===== src/rtl/lcd_frame_streamer_if.sv =====
// rtl/lcd_frame_streamer_if.sv - character stream link between frame streamer and LCD writer
//
// Signals:
//   ch_valid  streamer -> sink  character valid
//   ch_ready  sink -> streamer  character accepted when high with ch_valid
//   ch_data   streamer -> sink  ASCII character
//   ch_row    streamer -> sink  row of ch_data
//   ch_col    streamer -> sink  column of ch_data
// Modports: master (streamer side), slave (LCD writer side).

interface lcd_frame_streamer_if #(
    parameter int ROWS = 2,
    parameter int COLS = 16
);
    localparam int ROW_W = $clog2(ROWS) + 1;
    localparam int COL_W = $clog2(COLS) + 1;

    logic             ch_valid;
    logic             ch_ready;
    logic [7:0]       ch_data;
    logic [ROW_W-1:0] ch_row;
    logic [COL_W-1:0] ch_col;

    modport master (
        output ch_valid,
        output ch_data,
        output ch_row,
        output ch_col,
        input  ch_ready
    );

    modport slave (
        input  ch_valid,
        input  ch_data,
        input  ch_row,
        input  ch_col,
        output ch_ready
    );
endinterface


===== src/rtl/lcd_frame_streamer.sv =====
// rtl/lcd_frame_streamer.sv - snapshots CPU debug taps and streams one LCD frame of ASCII characters
//
// Ports:
//   clk, rst_n   clock (rising edge), asynchronous active-low reset
//   start        frame request pulse, honoured only while idle
//   mode         0 instr/PC, 1 register dump, 2 DMem dump, 3 banner
//   instr, pc    current instruction and PC
//   idx          base register/address index shown on row 0
//   words        ROWS data words, word r at [r*WORD_W +: WORD_W]
//   ch           character stream (master modport of lcd_frame_streamer_if)
//   busy         high whenever a frame is in progress
//   frame_done   one-cycle pulse after the last character is accepted
// Optional feature: define LCD_AUTO_REFRESH_EN to start a frame automatically
// after REFRESH_CYC idle cycles.

module lcd_frame_streamer #(
    parameter int COLS        = 16,
    parameter int ROWS        = 2,
    parameter int WORD_W      = 32,
    parameter int REFRESH_CYC = 1000000
) (
    input  logic                     clk,
    input  logic                     rst_n,
    input  logic                     start,
    input  logic [1:0]               mode,
    input  logic [15:0]              instr,
    input  logic [15:0]              pc,
    input  logic [3:0]               idx,
    input  logic [ROWS*WORD_W-1:0]   words,
    lcd_frame_streamer_if.master     ch,
    output logic                     busy,
    output logic                     frame_done
);
    localparam int ROW_W = $clog2(ROWS) + 1;
    localparam int COL_W = $clog2(COLS) + 1;
    localparam int ND    = WORD_W / 4;

    localparam logic [1:0] IDLE   = 2'd0;
    localparam logic [1:0] LATCH  = 2'd1;
    localparam logic [1:0] STREAM = 2'd2;
    localparam logic [1:0] DONE   = 2'd3;

    localparam logic [63:0] TXT_DEFAULT3 = "Default3";
    localparam logic [23:0] TXT_PC       = "PC=";
    localparam logic [23:0] TXT_REG      = "Reg";
    localparam logic [31:0] TXT_DMEM     = "DMem";

    logic [1:0]              state;
    logic [ROW_W-1:0]        row_q;
    logic [COL_W-1:0]        col_q;
    logic [1:0]              s_mode;
    logic [15:0]             s_instr;
    logic [15:0]             s_pc;
    logic [3:0]              s_idx;
    logic [ROWS*WORD_W-1:0]  s_words;
    logic                    go;

    function automatic logic [7:0] hex_ch(input logic [3:0] h);
        return (h < 4'd10) ? (8'h30 + {4'h0, h}) : (8'h37 + {4'h0, h});
    endfunction

`ifdef LCD_AUTO_REFRESH_EN
    logic [31:0] refresh_cnt;

    assign go = start || (refresh_cnt == 32'(REFRESH_CYC - 1));

    // Counts idle cycles only; any frame start or non-idle cycle restarts it.
    always_ff @(posedge clk or negedge rst_n) begin
        if (!rst_n) begin
            refresh_cnt <= '0;
        end else if (state != IDLE || go) begin
            refresh_cnt <= '0;
        end else begin
            refresh_cnt <= refresh_cnt + 32'd1;
        end
    end
`else
    assign go = start;
`endif

    always_ff @(posedge clk or negedge rst_n) begin
        if (!rst_n) begin
            state   <= IDLE;
            row_q   <= '0;
            col_q   <= '0;
            s_mode  <= '0;
            s_instr <= '0;
            s_pc    <= '0;
            s_idx   <= '0;
            s_words <= '0;
        end else begin
            case (state)
                IDLE: begin
                    if (go) state <= LATCH;
                end
                LATCH: begin
                    s_mode  <= mode;
                    s_instr <= instr;
                    s_pc    <= pc;
                    s_idx   <= idx;
                    s_words <= words;
                    row_q   <= '0;
                    col_q   <= '0;
                    state   <= STREAM;
                end
                STREAM: begin
                    if (ch.ch_ready) begin
                        if (col_q == COL_W'(COLS - 1)) begin
                            col_q <= '0;
                            if (row_q == ROW_W'(ROWS - 1)) begin
                                row_q <= '0;
                                state <= DONE;
                            end else begin
                                row_q <= row_q + 1'b1;
                            end
                        end else begin
                            col_q <= col_q + 1'b1;
                        end
                    end
                end
                default: state <= IDLE;
            endcase
        end
    end

    assign busy        = (state != IDLE);
    assign frame_done  = (state == DONE);
    assign ch.ch_valid = (state == STREAM);
    assign ch.ch_row   = row_q;
    assign ch.ch_col   = col_q;

    // Character generator: purely a function of the position counters and the
    // snapshot, so the output cannot move while a character waits for ready.
    int                c;
    int                r;
    int                ml;
    logic [31:0]       mn;
    logic [3:0]        ix;
    logic [WORD_W-1:0] w;
    logic [WORD_W-1:0] w_sh;
    logic [15:0]       pc_sh;
    logic [7:0]        ch_char;

    always_comb begin
        c       = int'(col_q);
        r       = int'(row_q);
        ix      = s_idx + 4'(r);
        w       = s_words[row_q*WORD_W +: WORD_W];
        w_sh    = '0;
        pc_sh   = '0;
        mn      = "    ";
        ml      = 0;
        ch_char = 8'h20;

        case (s_instr[15:12])
            4'h0: begin mn = "And "; ml = 3; end
            4'h1: begin mn = "or  "; ml = 2; end
            4'h2: begin mn = "Add "; ml = 3; end
            4'h3: begin mn = "Addi"; ml = 4; end
            4'h6: begin mn = "Sub "; ml = 3; end
            4'h7: begin mn = "SLT "; ml = 3; end
            4'h8: begin mn = "LW  "; ml = 2; end
            4'hA: begin mn = "SW  "; ml = 2; end
            4'hE: begin mn = "BNE "; ml = 3; end
            4'hF: begin mn = "Jump"; ml = 4; end
            default: begin mn = "    "; ml = 0; end
        endcase

        case (s_mode)
            2'd0: begin
                if (r == 0) begin
                    if (ml == 0) begin
                        // Unknown opcode: "Default" followed by a NUL byte.
                        if (c < 7)       ch_char = TXT_DEFAULT3[63-8*c -: 8];
                        else if (c == 7) ch_char = 8'h00;
                    end else if (c < ml) begin
                        ch_char = mn[31-8*c -: 8];
                    end else begin
                        case (c - ml)
                            0, 3, 6: ch_char = 8'h20;
                            1, 4, 7: ch_char = 8'h24;
                            2:       ch_char = hex_ch(s_instr[11:8]);
                            5:       ch_char = hex_ch(s_instr[7:4]);
                            8:       ch_char = hex_ch(s_instr[3:0]);
                            default: ch_char = 8'h20;
                        endcase
                    end
                end else if (r == 1) begin
                    if (c < 3) begin
                        ch_char = TXT_PC[23-8*c -: 8];
                    end else if (c < 7) begin
                        pc_sh   = s_pc >> (4 * (6 - c));
                        ch_char = hex_ch(pc_sh[3:0]);
                    end
                end
            end
            2'd1: begin
                if (c < 3) begin
                    ch_char = TXT_REG[23-8*c -: 8];
                end else if (c == 3) begin
                    ch_char = hex_ch(ix);
                end else if (c == 4) begin
                    ch_char = 8'h3A;
                end else if (c < 5 + ND) begin
                    w_sh    = w >> (4 * (ND - 1 - (c - 5)));
                    ch_char = hex_ch(w_sh[3:0]);
                end
            end
            2'd2: begin
                if (c < 4) begin
                    ch_char = TXT_DMEM[31-8*c -: 8];
                end else if (c == 4) begin
                    ch_char = hex_ch(ix);
                end else if (c == 5) begin
                    ch_char = 8'h3A;
                end else if (c < 6 + ND) begin
                    w_sh    = w >> (4 * (ND - 1 - (c - 6)));
                    ch_char = hex_ch(w_sh[3:0]);
                end
            end
            default: begin
                if (r == 0 && c < 8) ch_char = TXT_DEFAULT3[63-8*c -: 8];
            end
        endcase
    end

    assign ch.ch_data = ch_char;
endmodule

===== src/flat_wrapper.sv =====
// flat-port wrapper written by rule: the top's interface ports become plain ports
module lcd_frame_streamer_flat 
#(
    parameter int COLS        = 16,
    parameter int ROWS        = 2,
    parameter int WORD_W      = 32,
    parameter int REFRESH_CYC = 1000000
)
  (clk, rst_n, start, mode, instr, pc, idx, words, busy, frame_done, ch_ch_valid, ch_ch_data, ch_ch_row, ch_ch_col, ch_ch_ready);
  lcd_frame_streamer_if #(.ROWS(ROWS), .COLS(COLS)) ch_i ();
  input  logic clk;
  input  logic rst_n;
  input  logic start;
  input  logic [1:0] mode;
  input  logic [15:0] instr;
  input  logic [15:0] pc;
  input  logic [3:0] idx;
  input  logic [ROWS*WORD_W-1:0] words;
  output logic busy;
  output logic frame_done;
  output wire logic [$bits(ch_i.ch_valid)-1:0] ch_ch_valid;
  output wire logic [$bits(ch_i.ch_data)-1:0] ch_ch_data;
  output wire logic [$bits(ch_i.ch_row)-1:0] ch_ch_row;
  output wire logic [$bits(ch_i.ch_col)-1:0] ch_ch_col;
  input wire logic [$bits(ch_i.ch_ready)-1:0] ch_ch_ready;
  assign ch_ch_valid = ch_i.ch_valid;
  assign ch_ch_data = ch_i.ch_data;
  assign ch_ch_row = ch_i.ch_row;
  assign ch_ch_col = ch_i.ch_col;
  assign ch_i.ch_ready = ch_ch_ready;
  lcd_frame_streamer #(.COLS(COLS), .ROWS(ROWS), .WORD_W(WORD_W), .REFRESH_CYC(REFRESH_CYC)) u_core (.clk(clk), .rst_n(rst_n), .start(start), .mode(mode), .instr(instr), .pc(pc), .idx(idx), .words(words), .ch(ch_i), .busy(busy), .frame_done(frame_done));
endmodule

===== config.mk =====
export PLATFORM = sky130hd
export DESIGN_NAME = lcd_frame_streamer_flat
export DESIGN_NICKNAME = d
export VERILOG_FILES = /design/src/rtl/lcd_frame_streamer_if.sv /design/src/rtl/lcd_frame_streamer.sv /design/src/flat_wrapper.sv
export SDC_FILE = /design/constraint.sdc
export NUM_CORES = 1
export LEC_CHECK = 0
export BUFFER_PORTS_ARGS = -buffer_cell sky130_fd_sc_hd__buf_2
export CAP_MARGIN = 30
export CORE_AREA = 2 2 101 176
export DETAILED_ROUTE_END_ITERATION = 7
export DIE_AREA = 0 0 103 178
export GPL_TIMING_DRIVEN = 0
export HOLD_SLACK_MARGIN = 0.06
export PLACE_DENSITY = 0.71
export SLEW_MARGIN = 30
export SYNTH_ARGS = -nofsm -noshare
export SYNTH_HDL_FRONTEND = slang
export SYNTH_SLANG_ARGS = --single-unit

===== constraint.sdc =====
create_clock -name clk -period 5.1 [get_ports clk]
set_input_delay 0.51 -clock clk [delete_from_list [all_inputs] [get_ports clk]]
set_output_delay 0.51 -clock clk [all_outputs]
set_load 0.05 [all_outputs]

### Word level (Yosys, flattened, before mapping)

Memory sizes are Yosys's and may differ from the RTL's.
Cells that the tools add are included.

| storage, ports and cells | value |
|---|---|
| ROM bits | 448 |
| memory bits (writable) | 0 |
| bits in registers | 111 |
| bits in latches | 0 |
| bits of input ports | 106 |
| output and inout bits | 18 |
| memories kept | 1 |

| operators by class | value |
|---|---|
| eq/ne operators | 22 |
| add/sub/neg operators | 26 |
| mux-type cells | 38 |
| magnitude comparators | 14 |
| bitwise logic cells | 0 |
| divide/modulo/power cells | 0 |
| shifts and indexed selects | 9 |
| reductions and logical operators | 11 |
| multipliers | 0 |

Memories:

| name | words | width | rd ports | clocked after memory_dff | wr ports | RTL line | RTL |
|---|---|---|---|---|---|---|---|
| (no name shown) | 16 | 28 | 1 | 0 | 0 | lcd_frame_streamer.sv:155 | `case (s_instr[15:12])` |

Operators by type and width:

| kind | number |
|---|---|
| 8-bit 2-to-1 mux | 23 |
| 6-bit by 4-bit adder with 7-bit output (first input constant) | 14 |
| 32-bit by 3-bit equality test with 1-bit output (second input constant) | 3 |
| 71-bit by 32-bit indexed part select with 8-bit output (first input constant) | 1 |
| 31-bit by 32-bit indexed part select with 8-bit output (first input constant) | 2 |
| 64-bit by 8-bit indexed part select with 32-bit output | 1 |
| 32-bit by 32-bit >> shifter with 4-bit output | 2 |
| 4-bit by 30-bit subtractor with 30-bit output (first input constant) | 2 |
| 39-bit by 32-bit indexed part select with 8-bit output | 1 |
| 39-bit by 32-bit indexed part select with 8-bit output (first input constant) | 1 |
| 32-bit by 1-bit equality test with 1-bit output (second input constant) | 1 |
| 32-bit by 2-bit equality test with 1-bit output (second input constant) | 1 |
| 32-bit by 4-bit equality test with 1-bit output (second input constant) | 1 |
| 32-bit logical NOT | 1 |
| 6-bit by 32-bit < comparator with 1-bit output | 1 |
| 8-bit one-hot mux with 4 select lines | 1 |
| 16-bit by 32-bit >> shifter with 4-bit output | 1 |
| 6-bit by 32-bit subtractor with 32-bit output | 1 |
| 4-bit < comparator (second input constant) | 7 |
| 8-bit one-hot mux with 3 select lines | 1 |
| 5-bit by 4-bit equality test with 1-bit output (second input constant) | 4 |
| 5-bit by 8-bit subtractor with 9-bit output (first input constant) | 2 |
| 5-bit by 4-bit < comparator with 1-bit output (second input constant) | 3 |
| 2-bit 2-to-1 mux | 7 |
| other kinds (25) | 38 |

### Longest topological paths before layout

Gate-level depths: netlist (run 1).

| logic depth | value |
|---|---|
| word-level depth | 10 |
| mapped depth | 19 |
| gate-level depth less buffers | 16 |

### Worst setup path after synthesis (run 1)

No wires, ideal clock.

| timing | value |
|---|---|
| path type | reg-to-output |
| from | register u_core.col_q[0], in the netlist u_core.ch.ch_col[0] |
| to | output port ch_ch_data[3] |
| path slack | -0.086 ns |
| buffers on the path | 5 |
| cell stages (with the launch flop) | 19 |
| data arrival time | 4.676 ns |
| cells stage by stage | dfrtp_1 -> buf_4 -> buf_6 -> buf_6 -> inv_1 -> buf_2 -> ha_1 -> fa_1 -> nor2b_1 -> nor3_1 -> ha_1 -> nor2b_1 -> o41ai_2 -> o21bai_1 -> or3_1 -> clkbuf_1 -> nor4b_1 -> nor4_1 -> o2111ai_1 |

| on the way | value |
|---|---|
| longest elaborated chain between the ends | 10 |

RTL lines:

| item | RTL line | RTL |
|---|---|---|
| start, declared | lcd_frame_streamer.sv:50 | `logic [COL_W-1:0] col_q;` |
| start signal, assigned | lcd_frame_streamer.sv:117 | `col_q <= col_q + 1'b1;` |
| 5-bit by 3-bit subtractor with 6-bit output, on equally long branches | lcd_frame_streamer.sv:217, lcd_frame_streamer.sv:205 |  |
| 4-bit by 30-bit subtractor with 30-bit output, on equally long branches | lcd_frame_streamer.sv:217, lcd_frame_streamer.sv:205 |  |
| 32-bit by 32-bit >> shifter with 4-bit output, on equally long branches | lcd_frame_streamer.sv:217, lcd_frame_streamer.sv:205 |  |
| 6-bit by 4-bit adder with 7-bit output / 4-bit < comparator (equally long branches) | lcd_frame_streamer.sv:59 | `return (h < 4'd10) ? (8'h30 + {4'h0, h}) : (8'h37 + {4'h0, h});` |
| 8-bit 2-to-1 mux | lcd_frame_streamer.sv:59 |  |
| 8-bit 2-to-1 mux, on equally long branches | lcd_frame_streamer.sv:216, lcd_frame_streamer.sv:204 |  |
| 8-bit 2-to-1 mux, on equally long branches | lcd_frame_streamer.sv:214, lcd_frame_streamer.sv:202 |  |
| 8-bit 2-to-1 mux, on equally long branches | lcd_frame_streamer.sv:212, lcd_frame_streamer.sv:200 |  |
| 8-bit 2-to-1 mux, on equally long branches | lcd_frame_streamer.sv:210, lcd_frame_streamer.sv:198 |  |
| 8-bit one-hot mux with 3 select lines (*) | lcd_frame_streamer.sv:169 | `case (s_mode)` |
| end, declared | flat_wrapper.sv:22 | `output wire logic [$bits(ch_i.ch_data)-1:0] ch_ch_data;` |

Every way passes the cells marked *; elsewhere a longest branch is shown, timed or not.

### Worst setup path after layout (run 1)

| timing | value |
|---|---|
| from | register u_core.col_q[1], in the netlist u_core.ch.ch_col[1] |
| to | output port ch_ch_data[5] |

The elaborated chain is that of the path after synthesis.

==> impl_metrics.env, run 1 <==
export IMPL_synth_top_family_by_area="multiplexers"
export IMPL_numCtsBuffers=9
export IMPL_num_antenna_cells=0
export IMPL_grt_use_total_pct=32.9
export IMPL_holdPathEnd="u_core.s_instr[9]$_DFFE_PN0N_"
export IMPL_vias=7593
export IMPL_utilization_pct=58.2
export IMPL_cpMaxStageDelayCell="dfrtp_1"
export IMPL_post_route_drc_count=0
export IMPL_cts_sinks=111
export IMPL_synthXorXnorAreaFrac_pct=2.10
export IMPL_dr_pass1_iters=5
export IMPL_cts_buffer_depth=2
export IMPL_clk_pin_slew_ns=0.08
export IMPL_die_area_um2=18300
export IMPL_layout_drive_gt1_share_pct=32.5
export IMPL_worstPathMaxFanout=14
export IMPL_ff2ff_path_depth=8
export IMPL_fin_nets=1140
export IMPL_outcome="completed"
export IMPL_routedWlPerCell_um=23.5
export IMPL_synth_area_um2=8350
export IMPL_ys_warn_count=0
export IMPL_worstPathRequired_ns=4.59
export IMPL_finalHoldViolCount=0
export IMPL_layout_commonest_cell="buf_2"
export IMPL_crit_chain="clkbuf_4 -> clkinv_4 -> ha_1 -> a21oi_1 -> xnor2_1 -> ha_1 -> inv_1 -> ha_1 -> nand2_1 -> nor4_4 -> nand4_1 -> nor2_2 -> nand2_1 -> o211ai_1 -> a31oi_1 -> buf_2"
export IMPL_synth_compound_gate_area_share_pct=16.5
export IMPL_r2r_setup_slack_ns=2.57
export IMPL_num_io_pins=124
export IMPL_io_buffer_count=122
export IMPL_endpoint_kind="output port"
export IMPL_cp_start_kind="register"
export IMPL_yosys_area_share_simple_pct=15.1
export IMPL_antenna_left=0
export IMPL_grt_pass1_wl_um=44100
export IMPL_grt_pass1_vias=7993
export IMPL_die_w_um=103
export IMPL_num_fill_cells=1555
export IMPL_powerDensity_nw_per_um2=686
export IMPL_finClkSkew_ns=0.00835
export IMPL_viasPerCell=6.18
export IMPL_slew_headroom_pct=24.7
export IMPL_grt_antenna_before_repair=0
export IMPL_period_minus_slack_ns=5.05
export IMPL_dp_hpwl_um=22700
export IMPL_tns_ns=0
export IMPL_criticalPathCategory="register to output port"
export IMPL_worstPathArrival_ns=4.54
export IMPL_gr_total_overflow=0
export IMPL_async_reset_ff_share_pct=100
export IMPL_syn_avg_cell_area_um2=9.70
export IMPL_yosysSeqAreaShare_pct=33.3
export IMPL_initial_core_util_pct=49.5
export IMPL_synth_edff_count=0
export IMPL_cts_tree="yes"
export IMPL_cp_common_cell="ha_1"
export IMPL_ys_ff_latch=111
export IMPL_min_from="instr[9]"
export IMPL_final_cell_mix="buf_2 (124), dfrtp_1 (109), mux2_2 (98), nand2_1 (73), nor2_1 (56)"
export IMPL_grt_start_max_net_pins=63
export IMPL_tightestPinTransition_ns=1.12
export IMPL_setup_viol=0
export IMPL_ir_worst_vdd_mv=0.468
export IMPL_synthFlopType="dfrtp_1"
export IMPL_timing_fmax_mhz=198
export IMPL_cpPeakStageDelay_ns=0.51
export IMPL_yosys_mux_area_fraction_pct=22.4
export IMPL_p_leak_nw=4.17
export IMPL_cts_max_level=3
export IMPL_die_y_um=178
export IMPL_synthDistinctLibCells=83
export IMPL_place_gp_congestion=1.02
export IMPL_postSynthCellCount=860
export IMPL_insertion_delay_ns=0.38
export IMPL_syn2layout_area_growth_pct=17.7
export IMPL_period_share_pct=99.0
export IMPL_min_path_type="primary input to register"
export IMPL_worstReg2RegEnd="u_core.ch.ch_col[1]$_DFFE_PN0P_"
export IMPL_maxCapViolCount=0
export IMPL_timing_rr_start="u_core.ch.ch_col[1]$_DFFE_PN0P_"
export IMPL_rows=63
export IMPL_maxSlewViolCount=0
export IMPL_synth_nets=1004
export IMPL_root_buffer="clkbuf_16"
export IMPL_core_area_um2=16900
export IMPL_drtIter0Drc=322
export IMPL_hold_depth=3
export IMPL_synth_adder_area_share_pct=5.88
export IMPL_wl_um=28900
[metal layers]
metal	vias up	GRT usage [%]	share of wire, %
li1	3463	-	-
met1	3767	32.4	34
met2	250	58.9	54
met3	113	6.03	3.8
met4	0	25.2	8.1
met5	-	0	0
[per-stage QoR]
| step | power (mW) | setup WS (ns) | cells | hold WS (ns) | area (µm²) |
|---|---|---|---|---|---|
| final | 6.74 | 0.0492 | 1228 | 0.335 | 9820 |
| after global placement | 5.67 | -0.329 | 1209 | 0.484 | 9250 |
| after floorplan | 4.57 | 0.210 | 860 | 0.214 | 8350 |
| after CTS | 6.58 | 0.00116 | 1227 | 0.331 | 9710 |
| after global routing | 7.15 | -0.0225 | 1228 | 0.341 | 9820 |
| after detailed placement | 5.76 | -0.382 | 1210 | 0.448 | 9280 |
[Yosys cell counts, types with 3 or more instances]
master	n	share of area, %
o22ai_1	6	0.45
a31oi_1	8	0.60
clkbuf_1	25	1.1
mux4_2	20	5.4
a2111oi_0	3	0.31
dfrtp_1	111	33
mux2_2	98	13
or3_1	8	0.60
o21ai_0	58	3.5
nor2b_1	18	1.3
mux2i_1	21	2.5
nand4_1	5	0.37
buf_2	11	0.66
nand2b_1	14	1.0
nor4_1	8	0.60
a21o_1	5	0.45
xor2_1	4	0.42
a221o_1	5	0.60
mux4_1	3	0.94
xnor2_1	16	1.7
and2_1	7	0.52
a311oi_1	4	0.42
nor2_1	57	2.6
inv_1	28	1.3
buf_6	5	0.67
o21ai_1	8	0.48
nand3_1	29	1.7
a211oi_1	9	0.81
o211ai_1	6	0.54
o221ai_1	4	0.42
o31ai_1	3	0.27
buf_4	6	0.54
buf_1	5	0.22
nand2_1	73	3.3
o21a_1	4	0.36
a22oi_1	3	0.27
a311o_1	3	0.36
a21oi_1	37	2.2
ha_1	36	5.4
o2111ai_1	3	0.31
o21bai_1	3	0.27
nor3_1	21	1.3
[critical path: cells and delay by family (launching register included)]
kind	cells	cell delay [ns]
AND/OR/NAND/NOR	5	1.09
adder cells (fa/ha/maj)	3	0.80
XOR/XNOR	1	0.31
AO/OA/AOI/OAI	3	0.65
flip-flops	1	0.51
buffers and inverters	4	0.82
[report_power, final]
part | internal, mW | total (mW) | leakage (nW) | switching (mW)
clock network | 0.355 | 0.722 | 0.143 | 0.367
logic | 1.82 | 4.35 | 2.70 | 2.53
registers | 1.32 | 1.66 | 1.32 | 0.340
[repair_timing]
item | CTS | global route
setup buffers | 2 | 6
resized for setup | 30 | 34
hold buffers | 1 | 0
hold endpoints to repair | 49 | 0
pin swaps | 3 | 5
setup endpoints to repair | 7 | 7
[area by class of cell]
class	instances	area, µm²	share of cell area (%)
plain buffers	46	292	2.97
clock buffers	11	243	2.47
clock inverters	5	51.3	0.522
inverters	29	118	1.20
multi-input cells	667	5320	54.2
flip-flops and latches	111	2780	28.3
well taps	227	284	2.89
repair buffers	132	736	7.49
[flip-flops by register name, indices dropped and copies added, names as in the netlist]
name              flops
u_core.s_words       64
u_core.s_mode         2
u_core.ch.ch_col      5
u_core.ch.ch_row      2
u_core.state          2
u_core.s_idx          4
u_core.s_instr       16
u_core.s_pc          16
[how the worst max path moves through the flow]
stage	startpoint	endpoint	slack, ns
final	u_core.ch.ch_col[1]$_DFFE_PN0P_	ch_ch_data[5]	0.05
after global routing	u_core.ch.ch_col[1]$_DFFE_PN0P_	ch_ch_data[2]	-0.02
after CTS	u_core.ch.ch_col[1]$_DFFE_PN0P_	ch_ch_data[0]	0.001
after detailed placement	u_core.ch.ch_col[1]$_DFFE_PN0P_	ch_ch_data[3]	-0.38
after global placement	u_core.ch.ch_col[1]$_DFFE_PN0P_	ch_ch_data[3]	-0.33
after floorplan	u_core.ch.ch_col[0]$_DFFE_PN0P_	ch_ch_data[3]	0.21
[logic make-up after synthesis]
kind of cell	count (synthesis)
xor gates and xnor gates	20
AOI/OAI and AO/OA	205
buffers and inverters	82
other	1
and+or+nand+nor	259
DFF	111
adders and majority gates	38
muxes	144
No activity file was read; power rests on OpenSTA's default activity.
==> run 2, diff against run 1 <==
Settings changed: GPL_TIMING_DRIVEN 0 to default.
Clock period 5.1 ns to 5.7 ns, I/O delays scaled along.
==> run 2 against run 1 <==
Effect of this change:
- non-clock buffer count down 44
- critical path depth unchanged
- final area down 4.8%
- setup slack better by 0.33 ns
- sequential share of layout area is 1.4 points higher
- sequential cell count unchanged
- first-iteration DRC count increased by 43%
- count of clock-buffer cells in the layout is 2 lower
- combinational power is 22% lower
- critical endpoint is now ch_ch_data[3]
- cell count shrank 3.7%
- sequential power fell by 5%
- largest power group unchanged
- core utilization down 2.8 points
==> impl_metrics.env, run 2 (synthesis results as in run 1) <==
export IMPL_num_io_pins=124
export IMPL_endpoint_kind="output port"
export IMPL_finalHoldViolCount=0
export IMPL_grt_start_max_net_pins=59
export IMPL_setup_viol=0
export IMPL_cp_num_buf_inv=2
export IMPL_fin_nets=1096
export IMPL_cts_buffer_depth=2
export IMPL_outcome="completed"
export IMPL_rsz0062_at_grt="no"
export IMPL_finClkSkew_ns=0.0126
export IMPL_timing_rr_start="u_core.ch.ch_col[1]$_DFFE_PN0P_"
export IMPL_ir_worst_vdd_mv=0.309
export IMPL_endpoint="ch_ch_data[3]"
export IMPL_routedWlPerCell_um=21.2
export IMPL_regMostFlops="u_core.s_words"
export IMPL_tightestPinTransition_ns=0.848
export IMPL_wl_um=25000
export IMPL_die_w_um=103
export IMPL_powerDensity_nw_per_um2=600
export IMPL_initial_core_util_pct=49.5
export IMPL_io_buffer_count=122
export IMPL_post_route_drc_count=0
export IMPL_min_path_type="primary input to asynchronous set/reset pin"
export IMPL_antenna_left=0
export IMPL_die_area_um2=18300
export IMPL_ff2ff_path_depth=7
export IMPL_rows=63
export IMPL_maxSlewViolCount=0
export IMPL_r2r_setup_slack_ns=2.87
export IMPL_dp_hpwl_um=19000
export IMPL_worstPathMaxFanout=17
export IMPL_period_minus_slack_ns=5.32
export IMPL_viasPerCell=6.24
export IMPL_vias=7378
export IMPL_layout_drive_gt1_share_pct=29.6
export IMPL_cts_resized_gates=0
export IMPL_cpPeakStageDelay_ns=0.68
export IMPL_root_buffer="clkbuf_16"
export IMPL_die_y_um=178
export IMPL_hold_buffers=0
export IMPL_largest_register_ffs=64
export IMPL_grt_use_total_pct=28.7
export IMPL_cp_start_kind="register"
export IMPL_timing_fmax_mhz=188
export IMPL_cts_max_level=3
export IMPL_utilization_pct=55.4
export IMPL_place_gp_congestion=1.09
export IMPL_p_leak_nw=3.95
export IMPL_cpMaxStageDelayCell="dfrtp_1"
export IMPL_worstPathArrival_ns=4.75
export IMPL_post_cts_buffers=0
export IMPL_numCtsBuffers=9
export IMPL_core_area_um2=16900
export IMPL_clk_pin_slew_ns=0.08
export IMPL_insertion_delay_ns=0.37
export IMPL_power_total_mw=5.62
export IMPL_crit_chain="inv_1 -> o21ai_0 -> o21ai_0 -> ha_1 -> fa_1 -> nor2b_1 -> nor3_1 -> ha_1 -> nor2b_1 -> o41ai_2 -> o21bai_1 -> or3_1 -> nor4b_1 -> nor4_1 -> o2111ai_1 -> buf_2"
export IMPL_grt_pass1_wl_um=39500
export IMPL_criticalPathCategory="register to output port"
export IMPL_final_cell_mix="buf_2 (121), dfrtp_1 (108), mux2_2 (98), nand2_1 (73), o21ai_0 (58)"
export IMPL_syn2layout_area_growth_pct=12.1
export IMPL_cp_startpoint="u_core.s_instr[15]$_DFFE_PN0N_"
export IMPL_holdWs_ns=0.251
export IMPL_crit_cells=16
export IMPL_num_antenna_cells=0
export IMPL_grt_antenna_before_repair=1
export IMPL_slew_headroom_pct=42.9
export IMPL_period_share_pct=93.4
export IMPL_drtIter0Drc=460
export IMPL_maxCapViolCount=0
export IMPL_gr_total_overflow=0
export IMPL_dr_pass1_iters=5
export IMPL_worstPathRequired_ns=5.13
export IMPL_grt_pass1_vias=7583
export IMPL_worstReg2RegEnd="u_core.state[1]$_DFFE_PN0P_"
export IMPL_layout_commonest_cell="buf_2"
export IMPL_cts_tree="yes"
export IMPL_tns_ns=0
export IMPL_largestRegisters="u_core.s_words (64), u_core.s_instr (16), u_core.s_pc (16)"
export IMPL_critical_path_top_delay_family="simple AND/OR/NAND/NOR gates"
export IMPL_cts_sinks=111
run 2: worst min-delay path by stage:
stage / end / slack, ns / from / depth (start not counted)
4_1_cts: u_core.s_pc[15]$_DFFE_PN0N_ / 0.27 / rst_n / 1
3_5_place_dp: u_core.s_pc[9]$_DFFE_PN0N_ / 0.50 / u_core.s_pc[9]$_DFFE_PN0N_ / 1
3_3_place_gp: u_core.s_words[4]$_DFFE_PN0N_ / 0.48 / u_core.s_words[4]$_DFFE_PN0N_ / 1
2_1_floorplan: u_core.ch.ch_col[0]$_DFFE_PN0P_ / 0.27 / rst_n / 0
5_1_grt: u_core.s_words[4]$_DFFE_PN0N_ / 0.31 / rst_n / 1
6_report: u_core.s_pc[15]$_DFFE_PN0N_ / 0.25 / rst_n / 1
run 2: final cells by class:
class                   count  area (µm²)
clock buffers               9         225
clock inverters             6        67.6
fillers                  1598        7520
inverters                  29         109
multi-input cells         667        5180
flip-flops and latches    111        2780
well taps                 227         284
repair buffers            134         703
run 2: power breakdown:
group          total [mW]  internal (mW)  switching, mW  leakage, nW
logic                3.40           1.46           1.94         2.49
registers            1.57           1.18          0.385         1.32
clock network       0.649          0.341          0.308        0.138
total                5.62           2.98           2.64         3.95
run 2: worst reg2reg max path: stages, from the launching register on:
cell and delay (ns):
dfrtp_1 0.56, buf_4 0.42, ha_1 0.34, nor2b_1 0.43
a21oi_1 0.31, a21oi_1 0.20, o21ai_0 0.17, mux2_2 0.30
run 2: routing by layer:
layer  global-route usage, %  wire, µm  up-vias
met1                    30.0      8580     3579
met3                    5.21      1210      119
li1                        -         -     3370
met5                       0         0        -
met2                    50.1     13300      310
met4                    20.7      1980        0
run 2: through the flow:
stage               cell area [µm²]  worst slack (ns)  std cells
floorplan                      8350             0.454        860
global placement               9060             0.822       1168
detailed placement             9060             0.696       1168
CTS                            9350             0.247       1183
global route                   9350            0.0289       1183
finish                         9350             0.379       1183
